===== src/rtl/tl_arb_mux.sv =====
// tl_arb_mux: N-master to 1-slave TileLink-UL/UH A/D channel arbiter-multiplexer.
//
// A channel: round-robin arbitration with the grant locked across multi-beat
// messages and across stalled beats. The winner's fields pass to the slave
// combinationally. The master index is prepended to a_source.
// D channel: stateless. Responses are steered back using the index field that
// was prepended to the source.
//
// Parameters: NUM_M masters (2..8), AW address bits, DW data bits, SZW size
//   bits, AIW master source bits, DIW sink bits. MIW is the derived master
//   index width.
// Ports:
//   clk, rst_n            clock, synchronous active-low reset
//   m_a_*                 flattened per-master A channels (master i in slice i)
//   m_d_*                 per-master D valid/ready, shared D payload
//   s_a_*                 slave A channel, s_a_source = {index, master source}
//   s_d_*                 slave D channel
//   d_src_err             sticky out-of-range D index flag (only when
//                         TL_ARB_DSRC_CHECK_EN is defined)
// Macro TL_ARB_DSRC_CHECK_EN: drain D beats whose index has no master and flag them.
module tl_arb_mux #(
  parameter int unsigned NUM_M = 2,
  parameter int unsigned AW    = 32,
  parameter int unsigned DW    = 64,
  parameter int unsigned SZW   = 4,
  parameter int unsigned AIW   = 4,
  parameter int unsigned DIW   = 1,
  localparam int unsigned MIW  = (NUM_M > 1) ? $clog2(NUM_M) : 1
) (
  input  logic                      clk,
  input  logic                      rst_n,
  input  logic [NUM_M-1:0]          m_a_valid,
  output logic [NUM_M-1:0]          m_a_ready,
  input  logic [NUM_M*3-1:0]        m_a_opcode,
  input  logic [NUM_M*3-1:0]        m_a_param,
  input  logic [NUM_M*SZW-1:0]      m_a_size,
  input  logic [NUM_M*AIW-1:0]      m_a_source,
  input  logic [NUM_M*AW-1:0]       m_a_address,
  input  logic [NUM_M*(DW/8)-1:0]   m_a_mask,
  input  logic [NUM_M*DW-1:0]       m_a_data,
  input  logic [NUM_M-1:0]          m_a_corrupt,
  output logic [NUM_M-1:0]          m_d_valid,
  input  logic [NUM_M-1:0]          m_d_ready,
  output logic [3:0]                m_d_opcode,
  output logic [1:0]                m_d_param,
  output logic [SZW-1:0]            m_d_size,
  output logic [AIW-1:0]            m_d_source,
  output logic [DIW-1:0]            m_d_sink,
  output logic                      m_d_denied,
  output logic                      m_d_corrupt,
  output logic [DW-1:0]             m_d_data,
  output logic                      s_a_valid,
  input  logic                      s_a_ready,
  output logic [2:0]                s_a_opcode,
  output logic [2:0]                s_a_param,
  output logic [SZW-1:0]            s_a_size,
  output logic [AIW+MIW-1:0]        s_a_source,
  output logic [AW-1:0]             s_a_address,
  output logic [DW/8-1:0]           s_a_mask,
  output logic [DW-1:0]             s_a_data,
  output logic                      s_a_corrupt,
  input  logic                      s_d_valid,
  output logic                      s_d_ready,
  input  logic [3:0]                s_d_opcode,
  input  logic [1:0]                s_d_param,
  input  logic [SZW-1:0]            s_d_size,
  input  logic [AIW+MIW-1:0]        s_d_source,
  input  logic [DIW-1:0]            s_d_sink,
  input  logic                      s_d_denied,
  input  logic                      s_d_corrupt,
`ifdef TL_ARB_DSRC_CHECK_EN
  input  logic [DW-1:0]             s_d_data,
  output logic                      d_src_err
`else
  input  logic [DW-1:0]             s_d_data
`endif
);

  localparam int unsigned MW     = DW / 8;
  localparam int unsigned LOG_BW = $clog2(MW);
  localparam int unsigned BCW    = (SZW >= 5) ? 32 : (1 << SZW);

  typedef enum logic [1:0] {IDLE, HOLD, BURST} state_t;

  state_t           state, state_nxt;
  logic [MIW-1:0]   rr_ptr, rr_nxt;
  logic [MIW-1:0]   gnt, gnt_nxt;
  logic [BCW-1:0]   beats_left, beats_left_nxt;
  logic [MIW-1:0]   win;
  logic [MIW-1:0]   sel;
  logic             sel_valid;
  logic             fire;
  logic [BCW-1:0]   beats;
  logic [MIW-1:0]   d_idx;
  logic             d_idx_ok;
  logic             d_rdy_sel;
  int               scan_j;

  function automatic logic [MIW-1:0] rr_inc(input logic [MIW-1:0] x);
    return (32'(x) == NUM_M - 1) ? '0 : x + MIW'(1);
  endfunction

  // Round-robin scan starting at rr_ptr; the lowest offset is written last and wins.
  always_comb begin
    win    = '0;
    scan_j = 0;
    for (int k = int'(NUM_M) - 1; k >= 0; k--) begin
      scan_j = int'(rr_ptr) + k;
      if (scan_j >= int'(NUM_M)) scan_j = scan_j - int'(NUM_M);
      if (m_a_valid[scan_j]) win = MIW'(scan_j);
    end
  end

  // Outside IDLE only the locked master is connected.
  assign sel       = (state == IDLE) ? win : gnt;
  assign sel_valid = (state == IDLE) ? (|m_a_valid) : m_a_valid[sel];

  assign s_a_opcode  = m_a_opcode[32'(sel)*3 +: 3];
  assign s_a_param   = m_a_param[32'(sel)*3 +: 3];
  assign s_a_size    = m_a_size[32'(sel)*SZW +: SZW];
  assign s_a_source  = {sel, m_a_source[32'(sel)*AIW +: AIW]};
  assign s_a_address = m_a_address[32'(sel)*AW +: AW];
  assign s_a_mask    = m_a_mask[32'(sel)*MW +: MW];
  assign s_a_data    = m_a_data[32'(sel)*DW +: DW];
  assign s_a_corrupt = m_a_corrupt[sel];

  assign s_a_valid = rst_n & sel_valid;
  assign fire      = s_a_valid & s_a_ready;

  // Data-carrying opcodes (0..3) span several beats once size exceeds the bus width.
  assign beats = (!s_a_opcode[2] && (s_a_size > SZW'(LOG_BW)))
               ? (BCW'(1) << (s_a_size - SZW'(LOG_BW)))
               : BCW'(1);

  always_ff @(posedge clk) begin
    if (!rst_n) begin
      state      <= IDLE;
      rr_ptr     <= '0;
      gnt        <= '0;
      beats_left <= '0;
    end else begin
      state      <= state_nxt;
      rr_ptr     <= rr_nxt;
      gnt        <= gnt_nxt;
      beats_left <= beats_left_nxt;
    end
  end

  // Next-state and A-channel ready steering.
  always_comb begin
    state_nxt      = state;
    rr_nxt         = rr_ptr;
    gnt_nxt        = gnt;
    beats_left_nxt = beats_left;
    m_a_ready      = '0;
    if (rst_n && s_a_ready) m_a_ready[sel] = 1'b1;
    case (state)
      IDLE, HOLD: begin
        if (fire) begin
          if (beats > BCW'(1)) begin
            gnt_nxt        = sel;
            beats_left_nxt = beats - BCW'(1);
            state_nxt      = BURST;
          end else begin
            rr_nxt    = rr_inc(sel);
            state_nxt = IDLE;
          end
        end else if (sel_valid) begin
          // A presented beat pins the grant until it is accepted.
          gnt_nxt   = sel;
          state_nxt = HOLD;
        end
      end
      BURST: begin
        if (fire) begin
          beats_left_nxt = beats_left - BCW'(1);
          if (beats_left == BCW'(1)) begin
            rr_nxt    = rr_inc(gnt);
            state_nxt = IDLE;
          end
        end
      end
      default: state_nxt = IDLE;
    endcase
  end

  // D channel: steer by the index field carried in every beat's source.
  assign d_idx    = s_d_source[AIW+MIW-1:AIW];
  assign d_idx_ok = 32'(d_idx) < NUM_M;

  always_comb begin
    m_d_valid = '0;
    d_rdy_sel = 1'b0;
    for (int i = 0; i < int'(NUM_M); i++) begin
      if (d_idx == MIW'(i)) begin
        m_d_valid[i] = rst_n & s_d_valid;
        d_rdy_sel    = m_d_ready[i];
      end
    end
  end

`ifdef TL_ARB_DSRC_CHECK_EN
  assign s_d_ready = rst_n & (d_idx_ok ? d_rdy_sel : 1'b1);

  // Sticky flag for drained beats addressed to a non-existent master.
  always_ff @(posedge clk) begin
    if (!rst_n) d_src_err <= 1'b0;
    else if (s_d_valid && !d_idx_ok) d_src_err <= 1'b1;
  end
`else
  assign s_d_ready = rst_n & d_idx_ok & d_rdy_sel;
`endif

  assign m_d_opcode  = s_d_opcode;
  assign m_d_param   = s_d_param;
  assign m_d_size    = s_d_size;
  assign m_d_source  = s_d_source[AIW-1:0];
  assign m_d_sink    = s_d_sink;
  assign m_d_denied  = s_d_denied;
  assign m_d_corrupt = s_d_corrupt;
  assign m_d_data    = s_d_data;

endmodule


===== config.mk =====
export PLATFORM = sky130hd
export DESIGN_NAME = tl_arb_mux
export DESIGN_NICKNAME = d
export VERILOG_FILES = /design/src/rtl/tl_arb_mux.sv
export SDC_FILE = /design/constraint.sdc
export NUM_CORES = 1
export LEC_CHECK = 0
export ABC_AREA = 1
export BUFFER_PORTS_ARGS = -buffer_cell sky130_fd_sc_hd__buf_2
export CORE_AREA = 4 4 205 207
export CTS_CLUSTER_DIAMETER = 60
export DETAILED_ROUTE_END_ITERATION = 6
export DIE_AREA = 0 0 209 211
export PLACE_DENSITY = 0.34
export SLEW_MARGIN = 20
export SYNTH_ARGS = -nofsm -noshare
export SYNTH_HDL_FRONTEND = slang
export SYNTH_SLANG_ARGS = --single-unit
export TNS_END_PERCENT = 100

===== constraint.sdc =====
create_clock -name clk -period 3 [get_ports clk]
set_clock_uncertainty 0.1 [all_clocks]
set_input_delay 0.3 -clock clk [delete_from_list [all_inputs] [get_ports clk]]
set_output_delay 0.3 -clock clk [all_outputs]
set_load 0.01 [all_outputs]

==> impl_metrics.py <==
metrics = {
    "timing": {
        "period_share_pct": 92.67,
        "hold_viol_final": 0,
        "setup_violations": 0,
        "setup_tns_ns": 0,
        "max_freq_ghz": 0.3597,
        "drv_slew": 0,
        "tightest_slew_ns": 0.6245,
        "period_needed_ns": 2.780,
        "relSlewSlack_pct": 58.36,
        "rsz0062_at_grt": "no",
    },
    "placed_design": {
        "port-buffer-count": 372,
        "dp_hpwl_mm": 25.86,
        "gp_congestion": 0.8756,
    },
    "global_routing": {
        "grt_max_degree": 120,
        "first_global_vias": 5594,
        "grt-ovfl-total": 0,
        "antenna_found_initial": 3,
        "grt_pass1_wl_mm": 39.30,
        "track_usage_pct": 12.11,
    },
    "detailed_routing": {
        "vias_per_cell": 3.569,
        "drt-initial-drc-count": 217,
        "via_count": 5724,
        "remaining_drc_errors": 0,
        "wirelength_mm": 29.75,
        "ant_nets": 0,
        "wire_per_inst_um": 18.55,
        "dr.pass1.iters": 6,
    },
    "min_path": {
        "min_from": "m_a_valid[0]",
        "min_path_cells": 5,
        "hp-class": "input pin to flop",
    },
    "cts": {
        "holdBufCountCts": 0,
        "root_buffer": "clkbuf_16",
        "cts_buffers": 3,
        "htree_num_levels": 1,
        "cts_tree": "done",
        "cts.sinks": 20,
        "clk_latency_ns": 0.27,
        "path_clk_slew_ns": 0.06,
        "cts.path.max_buffers": 2,
    },
    "critical_path": {
        "critPathBufInv": 4,
        "slowest_delay_ns": 0.36,
        "worstPathArrival_ns": 2.38,
        "r2r-start": "state[0]",
        "end_kind": "output pin",
        "crit_path_top_delay_cell": "dfxtp_2",
        "reg2reg_depth": 18,
        "path_cells": "o21ai_4, nand2_4, buf_12, inv_4, buf_16, nand2_1, nand2_1, buf_2",
        "cp_num_cells": 8,
        "path_delay_family": "buffers and inverters",
        "startpoint_type": "flop",
        "path_common_cell": "nand2_1",
        "crit_fanout": 119,
        "critPathLaunch": "state[0]",
        "worstSetupPathType": "flop to output pin",
        "crit_required_ns": 2.60,
    },
    "die": {
        "die_x_um": 209,
        "dieArea_um2": 44100,
        "dieHeight_um": 211,
        "coreArea_um2": 40370,
        "start_util_pct": 9.689,
        "rows": 74,
        "io_pins": 535,
    },
    "yosys": {
        "ys_types": 32,
        "syn_area_um2": 3911,
        "ys_ff_latch": 20,
        "ys_warn_count": 0,
        "avgSynthCellArea_um2": 4.951,
        "synth.net_count": 1122,
        "synth.area.top_cells": "nand2_1, buf_4, dfxtp_1",
        "yosysTopAreaCell": "nand2_1",
        "ys_seq_area_share_pct": 10.24,
        "netlist.area_leader.share_pct": 40.02,
        "synthCells": 790,
    },
    "finish": {
        "areaGrowthSynthToFinish_pct": 54.64,
        "nets": 1405,
        "final_core_util_pct": 14.98,
        "diodes": 0,
        "drive_above_1_share_pct": 39.65,
        "fillers": 4897,
    },
    "job": {
        "drv_cap": 0,
    },
    "outcome": {
        "outcome": "complete, no violations",
    },
    "power": {
        "vdd_drop_max_mv": 0.1801,
        "p_per_area_nw_per_um2": 393.4,
        "p_leak_nw": 3.684,
    },
}
per-stage QoR:
stage          total power, mW  std cells  setup WS, ns  hold WS [ns]  instance area [um2]
4_1_cts                  2.388       1601       0.05533        0.3952                 5976
5_1_grt                  2.578       1604     0.0003637        0.4120                 6048
6_report                 2.380       1604        0.2199        0.3889                 6048
3_3_place_gp             1.998       1597        0.1997        0.3857                 5871
2_1_floorplan            1.282        790        0.4699        0.3516                 3911
3_5_place_dp             1.987       1597        0.1547        0.3807                 5871
worst reg2reg max path, cell delays in order, from the launching register on:
cell and delay [ns]:
dfxtp_2 0.36, o21ai_4 0.26, buf_4 0.17, nand3_1 0.08, nand2_2 0.15, nand3_1 0.13
nand2_2 0.09, nand3_1 0.13, ha_1 0.23, inv_1 0.05, nor2_1 0.04, nand3_1 0.08
nand2_1 0.11, nand2_2 0.12, nand2_2 0.08, nand2_2 0.14, nand2_4 0.12, nor2_1 0.10
nor2_1 0.05
cells by family (layout without fill, tap and decap cells):
logic type | count (synthesis) | count (layout) | share of synthesized area, %
xor gates and xnor gates | 3 | 3 | 0.6719
and+or+nand+nor | 566 | 567 | 58.86
buffers and inverters | 161 | 442 | 23.70
muxes | 1 | 1 | 0.2559
DFF | 20 | 20 | 10.24
adders and majority gates | 4 | 4 | 1.280
AOI/OAI and AO/OA | 35 | 35 | 4.991
path summary, 6_finish.rpt:
path                   endpoint  slack [ns]
hold / removal         state[0]        0.39
hold reg to reg          rr_ptr        0.39
setup reg to reg  beats_left[1]        0.30
setup / recovery   s_a_data[25]        0.22
cells in the mapped netlist, drive strengths merged:
cell type,number
ha,4
buf,87
a21oi,10
nand3b,3
nand4,5
inv,46
dfxtp,20
a31oi,1
nor2,70
o21a,1
mux2i,1
nand3,48
clkinv,1
nand2,429
clkbuf,27
or2,1
xor2,3
nor3,9
o21ai,22
o22ai,1
nor4,1
cell usage in the layout (no fill, tap or decap), types with 2 or more instances in the layout:
| cell type | netlist | layout |
|---|---|---|
| a21oi_1 | 10 | 10 |
| buf_12 | 0 | 3 |
| buf_2 | 0 | 371 |
| buf_4 | 82 | 15 |
| clkbuf_16 | 0 | 4 |
| dfxtp_1 | 20 | 19 |
| ha_1 | 4 | 4 |
| inv_1 | 43 | 43 |
| inv_2 | 3 | 2 |
| nand2_1 | 417 | 416 |
| nand2_2 | 11 | 11 |
| nand2_4 | 1 | 3 |
| nand3_1 | 45 | 45 |
| nand3_4 | 1 | 2 |
| nand3b_1 | 3 | 3 |
| nand4_1 | 5 | 5 |
| nor2_1 | 64 | 64 |
| nor2_2 | 5 | 4 |
| nor2_4 | 1 | 2 |
| nor3_1 | 9 | 9 |
| o21ai_0 | 20 | 20 |
| xor2_1 | 3 | 3 |
area by class of cell:
cell class	count	area, um2	area share [%]
tap	532	665.6	11.01
clock inverter	1	30.03	0.4965
inverter	47	178.9	2.958
multi-input combinational	610	2615	43.24
clock buffer	3	75.07	1.241
timing repair buffer	391	2082	34.42
sequential	20	401.6	6.640
report_power, final:
group          switching (mW)  internal [mW]  total [mW]
Clock                   0.128          0.266       0.394
Sequential             0.0307          0.295       0.326
Combinational            1.06          0.596        1.66
Total                    1.22           1.16        2.38
timing repair:
item	CTS	global route
resized for setup	0	7
setup endpoints to repair	0	18
endpoints found under the hold margin	0	0
setup buffers	0	1
flip-flops by register name (all words and copies together) (netlist names):
signal / cells
gnt: 1
beats_left: 16
state: 2
rr_ptr: 1
routing by layer:
| layer | GRT usage (%) | wire [um] |
|---|---|---|
| met1 | 13.36 | 11230 |
| met2 | 20.90 | 14330 |
| met3 | 6.327 | 3456 |
| met4 | 2.228 | 603 |
| met5 | 1.616 | 128 |
Power figures use the tool's default switching activity.
